===== src/rtl/audio_out.sv =====
// audio_out: sample tick, sample capture with mute ramp, 1-bit audio output.
// Optional: define AUDIO_SDM_EN to swap the PWM comparator for a sigma-delta.
module audio_out #(
  parameter int CLK_HZ      = 25000000,
  parameter int SAMPLE_RATE = 16384
) (
  input  logic       clock,
  input  logic       reset,
  input  logic [3:0] sample,
  input  logic       mute,
  output logic       sample_ena,
  output logic       pwm_out,
  output logic [3:0] level_o,
  output logic [4:0] gain_o,
  output logic       muted
);
  localparam int AW = $clog2(CLK_HZ) + 1;
  localparam logic [AW-1:0] STEP  = AW'(SAMPLE_RATE);
  localparam logic [AW-1:0] LIMIT = AW'(CLK_HZ);

  logic [AW-1:0] r_acc;
  logic          r_ena;
  logic          r_ena_d;
  logic [3:0]    r_smp;
  logic [4:0]    r_gain;
  logic [3:0]    r_level;
  logic [3:0]    r_pwm_cnt;
  logic          r_pwm;

  logic [AW-1:0]      w_nxt;
  logic [4:0]         w_gain_nxt;
  logic [4:0]         w_s;
  logic signed [9:0]  w_prod;
  logic [3:0]         w_level;

  assign w_nxt = r_acc + STEP;

  // Fractional accumulator: SAMPLE_RATE ticks per CLK_HZ clocks
  always_ff @(posedge clock or posedge reset) begin
    if (reset) begin
      r_acc <= '0;
      r_ena <= 1'b0;
    end else if (w_nxt >= LIMIT) begin
      r_acc <= w_nxt - LIMIT;
      r_ena <= 1'b1;
    end else begin
      r_acc <= w_nxt;
      r_ena <= 1'b0;
    end
  end

  always_comb begin
    w_gain_nxt = r_gain;
    if (mute) begin
      if (r_gain != 5'd0) w_gain_nxt = r_gain - 5'd1;
    end else begin
      if (r_gain != 5'd16) w_gain_nxt = r_gain + 5'd1;
    end
  end

  // Capture one clock after the tick so the generator output has settled
  always_ff @(posedge clock or posedge reset) begin
    if (reset) begin
      r_ena_d <= 1'b0;
      r_smp   <= 4'd8;
      r_gain  <= 5'd0;
    end else begin
      r_ena_d <= r_ena;
      if (r_ena_d) begin
        r_smp  <= sample;
        r_gain <= w_gain_nxt;
      end
    end
  end

  assign w_s     = {1'b0, r_smp} - 5'd8;
  assign w_prod  = $signed({{5{w_s[4]}}, w_s}) * $signed({5'b0, r_gain});
  assign w_level = 4'(w_prod >>> 4) + 4'd8;

  // Level only lands on PWM period boundaries
  always_ff @(posedge clock or posedge reset) begin
    if (reset) begin
      r_pwm_cnt <= 4'd0;
      r_level   <= 4'd8;
    end else begin
      r_pwm_cnt <= r_pwm_cnt + 4'd1;
      if (r_pwm_cnt == 4'd15) r_level <= w_level;
    end
  end

`ifdef AUDIO_SDM_EN
  logic [3:0] r_sdm_acc;
  logic [4:0] w_sdm_sum;

  assign w_sdm_sum = {1'b0, r_sdm_acc} + {1'b0, r_level};

  always_ff @(posedge clock or posedge reset) begin
    if (reset) begin
      r_sdm_acc <= 4'd0;
      r_pwm     <= 1'b0;
    end else begin
      r_sdm_acc <= w_sdm_sum[3:0];
      r_pwm     <= w_sdm_sum[4];
    end
  end
`else
  always_ff @(posedge clock or posedge reset) begin
    if (reset) r_pwm <= 1'b0;
    else       r_pwm <= (r_pwm_cnt < r_level);
  end
`endif

  assign sample_ena = r_ena;
  assign pwm_out    = r_pwm;
  assign level_o    = r_level;
  assign gain_o     = r_gain;
  assign muted      = mute & (r_gain == 5'd0);

endmodule


===== config.mk =====
export PLATFORM = sky130hd
export DESIGN_NAME = audio_out
export DESIGN_NICKNAME = d
export VERILOG_FILES = /design/src/rtl/audio_out.sv
export SDC_FILE = /design/constraint.sdc
export NUM_CORES = 1
export LEC_CHECK = 0
export BUFFER_PORTS_ARGS = -buffer_cell sky130_fd_sc_hd__clkbuf_2
export CORE_ASPECT_RATIO = 0.75
export CORE_UTILIZATION = 50
export CTS_BUF_LIST = sky130_fd_sc_hd__clkbuf_2
export DETAILED_ROUTE_END_ITERATION = 12
export PLACE_DENSITY = 0.66
export RECOVER_POWER = 100
export SETUP_SLACK_MARGIN = 0.3
export SLEW_MARGIN = 10
export SYNTH_ARGS = -nofsm -noshare
export SYNTH_HDL_FRONTEND = slang
export SYNTH_SLANG_ARGS = --single-unit

===== constraint.sdc =====
create_clock -name clock -period 4.9 [get_ports clock]
set_input_delay 0.49 -clock clock [delete_from_list [all_inputs] [get_ports clock]]
set_output_delay 0.49 -clock clock [all_outputs]
set_load 0.1 [all_outputs]

Word level (Yosys, flattened, before mapping)
Cells that the tools add are included.

Add/sub/neg operators: 7. Multipliers: 1. Order comparisons: 2. Eq/ne operators: 3. Muxes and demuxes: 5. Bitwise operators: 1. Reductions and logical operators: 4.

Operators by type and width (number): $add 26x15->26 const B (1); $ge 26x25->1 const B (1); $mux 26 (1); $sub 26x25->26 const B (1); $mux 5 (3); $mul 5x6->8 (1); $add 5x1->5 const B (1); $logic_not 5->1 (1); $ne 5x5->1 const B (1); $reduce_bool 5->1 (1); $sub 4x4->5 const B (1); $sub 5x1->5 const B (1); $add 4x1->4 const B (1); $add 4x4->4 const B (1); $eq 4x4->1 const B (1); $lt 4x4->1 (1); $reduce_and 3->1 (1); $ne 2x1->1 const B (1); $reduce_bool 2->1 (1); $and 1x1->1 (1); $mux 1 (1).

Bits in registers: 46. Bits of input ports: 7. Output and inout bits: 12. Word-level logic and storage cells: 31.

Depth between registers and ports, before layout
Depth after elaboration: 3. Depth in mapped cells: 12.

Worst setup path after synthesis
OpenSTA, ideal clock, no wires.

Path type: reg-to-output. Start: register r_gain[0] (netlist: gain_o[0]). End: output muted. Arrival: 3481 ps. Data required time: 4410 ps. Slack: 929 ps. Stages on the path, launching flop included: 3. Path buffers: 0. Cell sequence: dfrtp_1 -> or4_1 -> nor3_1.

Longest elaborated chain between the ends: 2.

RTL lines: start: declaration (line 25) `logic [4:0] r_gain;`; start signal: assignment (line 71) `r_gain <= w_gain_nxt;`; $logic_not 5->1 (line 117) `assign muted = mute & (r_gain == 5'd0);`; $and 1x1->1 (line 117); end: declaration (line 15) `output logic muted`.

No other way between the ends.

Final worst setup path
Start: register r_smp[3]. End: register r_level[3] (netlist: level_o[3]).

Longest elaborated chain between the ends: 3.

RTL lines: start: declaration (line 24) `logic [3:0] r_smp;`; start signal: assignment (line 70) `r_smp <= sample;`; $sub 4x4->5 (line 76) `assign w_s = {1'b0, r_smp} - 5'd8;`; $mul 5x6->8 (line 77) `assign w_prod = $signed({{5{w_s[4]}}, w_s}) * $signed({5'b0, r_gain});`; $add 4x4->4 (line 78) `assign w_level = 4'(w_prod >>> 4) + 4'd8;`; end signal: assignment (line 87) `if (r_pwm_cnt == 4'd15) r_level <= w_level;`; end: declaration (line 26) `logic [3:0] r_level;`.

No other way between the ends. A chain may end at the register's enable or synchronous reset.

==> out/metrics.csv <==
stage,metric,value,unit
clocking,root buf cell,clkbuf_2,
clocking,clk sinks,40,
power,pwr dens,177,mW/mm²
critical_path,critical path's slowest cell,dfstp_1,
grt,gr ovfl total,0,
clocking,Hold Buf Count CTS,0,
timing,Fin. Hold Viols,0,
yosys,Yosys Warn Count,0,
drt,Via Count,2026,
timing,relative slew slack,-43.5,%
yosys,"Top FF cell, synth",dfrtp_1,
timing,Slew @ Worst Pin,2.15,ns
yosys,Mapped Cells,287,
clocking,number of clock buffers inserted by TritonCTS,5,
worst_hold_path,Worst Hold Class,primary input to register,
timing,clk_skew,0.00450,ns
power,clock share of power,36.3,%
critical_path,Setup CP Type,register to register,
finish,Synth-to-Final Area Change,6.92,%
drt,drt first pass iters,4,
drt,"antenna viol nets, final",0,
critical_path,CP startpoint kind,register,
clocking,Clock transition at path regs,0.20,ns
timing,Max Slew Vio Count,41,
power,VDD IR-drop max,0.120,mV
clocking,postcts setup bufs,0,
outcome,failing checks,"capacitance limit, slew limit",
floorplanning,initial core utilization,52.9,%
outcome,status,finished with violations,
timing,final setup vio count,0,
power,Comb pwr share,3.0,%
power,internal power,0.000424,W
critical_path,Worst EP required,5.23,ns
finish,fillcell total,489,
critical_path,top fanout value on the critical path,6,
clocking,clk buf depth,2,
finish,antenna cell count,0,
timing,setup TNS,0,ns
drt,Total Routed Length,5260,µm
drt,DR DRC count,0,
clocking,Clock Latency Late Sink,0.39,ns
critical_path,most frequent CP cell,fa_1,
critical_path,CP arrival,3.89,ns
yosys,area of the mapped netlist,0.00288,mm²
floorplanning,die height,67.7,µm
yosys,"Avg Cell Area, Syn",10.0,µm²
critical_path,Critical Path End Type,register,
flow_run,Max-Cap Viols,1,
place,IO buf count,18,
clocking,CTS tree,yes,
place,post-DP HPWL,3930,µm
power,Tot Pwr,0.000545,W
finish,post-route non-filler standard cell count,383,
yosys,synth unique cells,56,
grt,gr usage total,20.4,%
floorplanning,top-level port count,19,
clocking,H-tree levels,2,
critical_path,Critical Path Max Stage Delay,0.64,ns
critical_path,critical-path cell list,inv_1 -> nand2_1 -> fa_1 -> fa_1 -> inv_1 -> fa_1 -> fa_1 -> a21o_1 -> a21oi_1 -> xnor2_1 -> o21ai_0,
yosys,sequential element share of the synthesized area,34.9,%
timing,fin crit period,3.56,ns
place,placed cell count,375,
yosys,syn nets,326,
power,Sw Pwr,0.000121,W
yosys,Post-synth EDFFs,0,
grt,vias in the first global route,1897,
timing,RSZ-0062 raised after global routing,no,
floorplanning,die span in x,89.6,µm
floorplanning,die area,0.00606,mm²
power,sequential fraction of design power,60.7,%
timing,highest clock rate,281,MHz
place,pre-CTS setup slack,1.42,ns
finish,layout cells sized above 1,9.74,%
drt,vias per inst,5.29,
clocking,# resized after CTS,0,
finish,post-layout net count,346,
drt,per-cell routed wire length,13.7,µm
floorplanning,Site Rows,23,
timing,Tcrit/Tclk final,72.7,%
timing,Final WS setup,1.34,ns
grt,largest net degree at the start of global routing,41,
grt,antenna violations before repair,0,
power,LEAKAGE,1.48,nW
place,gpl congestion,0.773,
yosys,#FFs+latches synth,40,
drt,First DRT Iteration DRCs,93,
grt,global-route wire length before repair,9230,µm
power,sw frac,22.1,%
floorplanning,core area,0.00544,mm²
yosys,Async SR Flop Fraction,100,%
[sequential cells by signal (all words and copies together), names as in the netlist]
register and flops:
r_ena_d 1, sample_ena 1, r_acc 20, level_o 4, r_smp 4, r_pwm_cnt 4
pwm_out 1, gain_o 5
[power groups by stage]
stage / Clock, W / Combinational (W) / Sequential, W
final: 0.000198 / 0.0000163 / 0.000331
after global routing: 0.000217 / 0.0000196 / 0.000331
after CTS: 0.000204 / 0.0000176 / 0.000331
after detailed placement: 0 / 0.0000175 / 0.000336
after global placement: 0 / 0.0000174 / 0.000336
after floorplan: 0 / 0.0000110 / 0.000336
[placed cells by master, fill, tap and decap left out, types with 2 or more instances in the layout]
cell and n:
clkbuf_2 12, nand4_1 2, dfrtp_1 38, inv_1 29, a21o_1 4, a21oi_1 10, o21ai_0 18, and2_1 10
a21boi_0 2, a211oi_1 2, nor2_1 15, clkbuf_1 13, mux2_2 6, nand2_1 15, xor2_1 11, nand3_1 6
fa_1 11, xnor2_1 30, nor2b_1 2, ha_1 21, and4_1 2, nor3_1 11, nor4_1 2, o21bai_1 3
mux2i_1 2
[cell usage after synthesis, drive strengths merged (2+ instances only)]
| cell | instances | area, µm² |
|---|---|---|
| inv | 29 | 109 |
| nor3b | 2 | 20.0 |
| and2 | 10 | 62.6 |
| fa | 11 | 220 |
| and4 | 2 | 17.5 |
| mux2i | 2 | 20.0 |
| nand3 | 6 | 35.0 |
| nand2 | 15 | 56.3 |
| a21oi | 10 | 50.1 |
| o22ai | 2 | 18.8 |
| xnor2 | 31 | 279 |
| nor2b | 2 | 12.5 |
| or2 | 2 | 12.5 |
| xor2 | 11 | 96.3 |
| nand4 | 3 | 25.0 |
| o211ai | 2 | 20.0 |
| a211oi | 2 | 15.0 |
| a21o | 4 | 30.0 |
| clkbuf | 2 | 7.51 |
| o21ai | 18 | 90.1 |
| buf | 4 | 26.3 |
| a21boi | 2 | 15.0 |
| mux2 | 6 | 67.6 |
| ha | 21 | 263 |
| nor2 | 15 | 56.3 |
| dfstp | 2 | 52.6 |
| nor4 | 4 | 46.3 |
| nor3 | 12 | 65.1 |
| dfrtp | 38 | 951 |
| o21bai | 3 | 22.5 |
[kinds of logic after synthesis]
family / count (synthesis) / synth area share (%)
buffers and inverters: 35 / 4.96
AND/OR/NAND/NOR: 80 / 16.2
XOR/XNOR: 42 / 13.0
flip-flops: 40 / 34.9
AO/OA/AOI/OAI: 50 / 11.1
adder cells (fa/ha/maj): 32 / 16.8
multiplexers: 8 / 3.04
[critical path, delay by kind of cell, from the launching register on]
family	cells	cell delay, ns
compound gates	3	0.49
fa+ha+maj	4	1.98
simple gates	1	0.11
flops	1	0.64
buf+inv	2	0.18
xor+xnor	1	0.07
[area by class of cell]
| cell class | instances | area (µm²) | share of cell area, % |
|---|---|---|---|
| multi-input combinational | 212 | 1730 | 56.1 |
| sequential | 40 | 1000 | 32.6 |
| inverter | 29 | 109 | 3.54 |
| tap | 75 | 93.8 | 3.05 |
| timing repair buffer | 19 | 78.8 | 2.56 |
| clock inverter | 2 | 35.0 | 1.14 |
| clock buffer | 6 | 30.0 | 0.976 |
[path summary, 6_finish.rpt]
path / startpoint / to / slack (ns) / cells past startpoint
setup / recovery: r_smp[3] / level_o[3] / 1.34 / 11
hold / removal: sample[3] / r_smp[3] / 0.30 / 3
setup reg to reg: r_smp[3] / level_o[3] / 1.34 / 11
hold reg to reg: sample_ena / r_ena_d / 0.41 / 0
max in group asynchronous: reset / r_smp[1] / 2.87 / 3
min in group asynchronous: reset / r_acc[18] / 0.82 / 3
[routing by layer]
metal,GRT usage (%),routed length (µm),up-vias,share of wire (%)
met5,0,0,-,0
li1,-,-,1025,-
met1,31.2,3000,974,57
met3,4.52,143,7,2.7
met2,28.9,2060,20,39
met4,5.36,53,0,1.0
[through the flow]
step                util [%]  hold slack (ns)  instance area, µm²
floorplan                  -            0.435                2880
global placement        55.8            0.369                3030
detailed placement      55.8            0.366                3030
CTS                     57.0            0.161                3100
global route            56.5            0.260                3080
finish                  56.5            0.296                3080
Note: power is estimated with default switching activity, not from simulation.
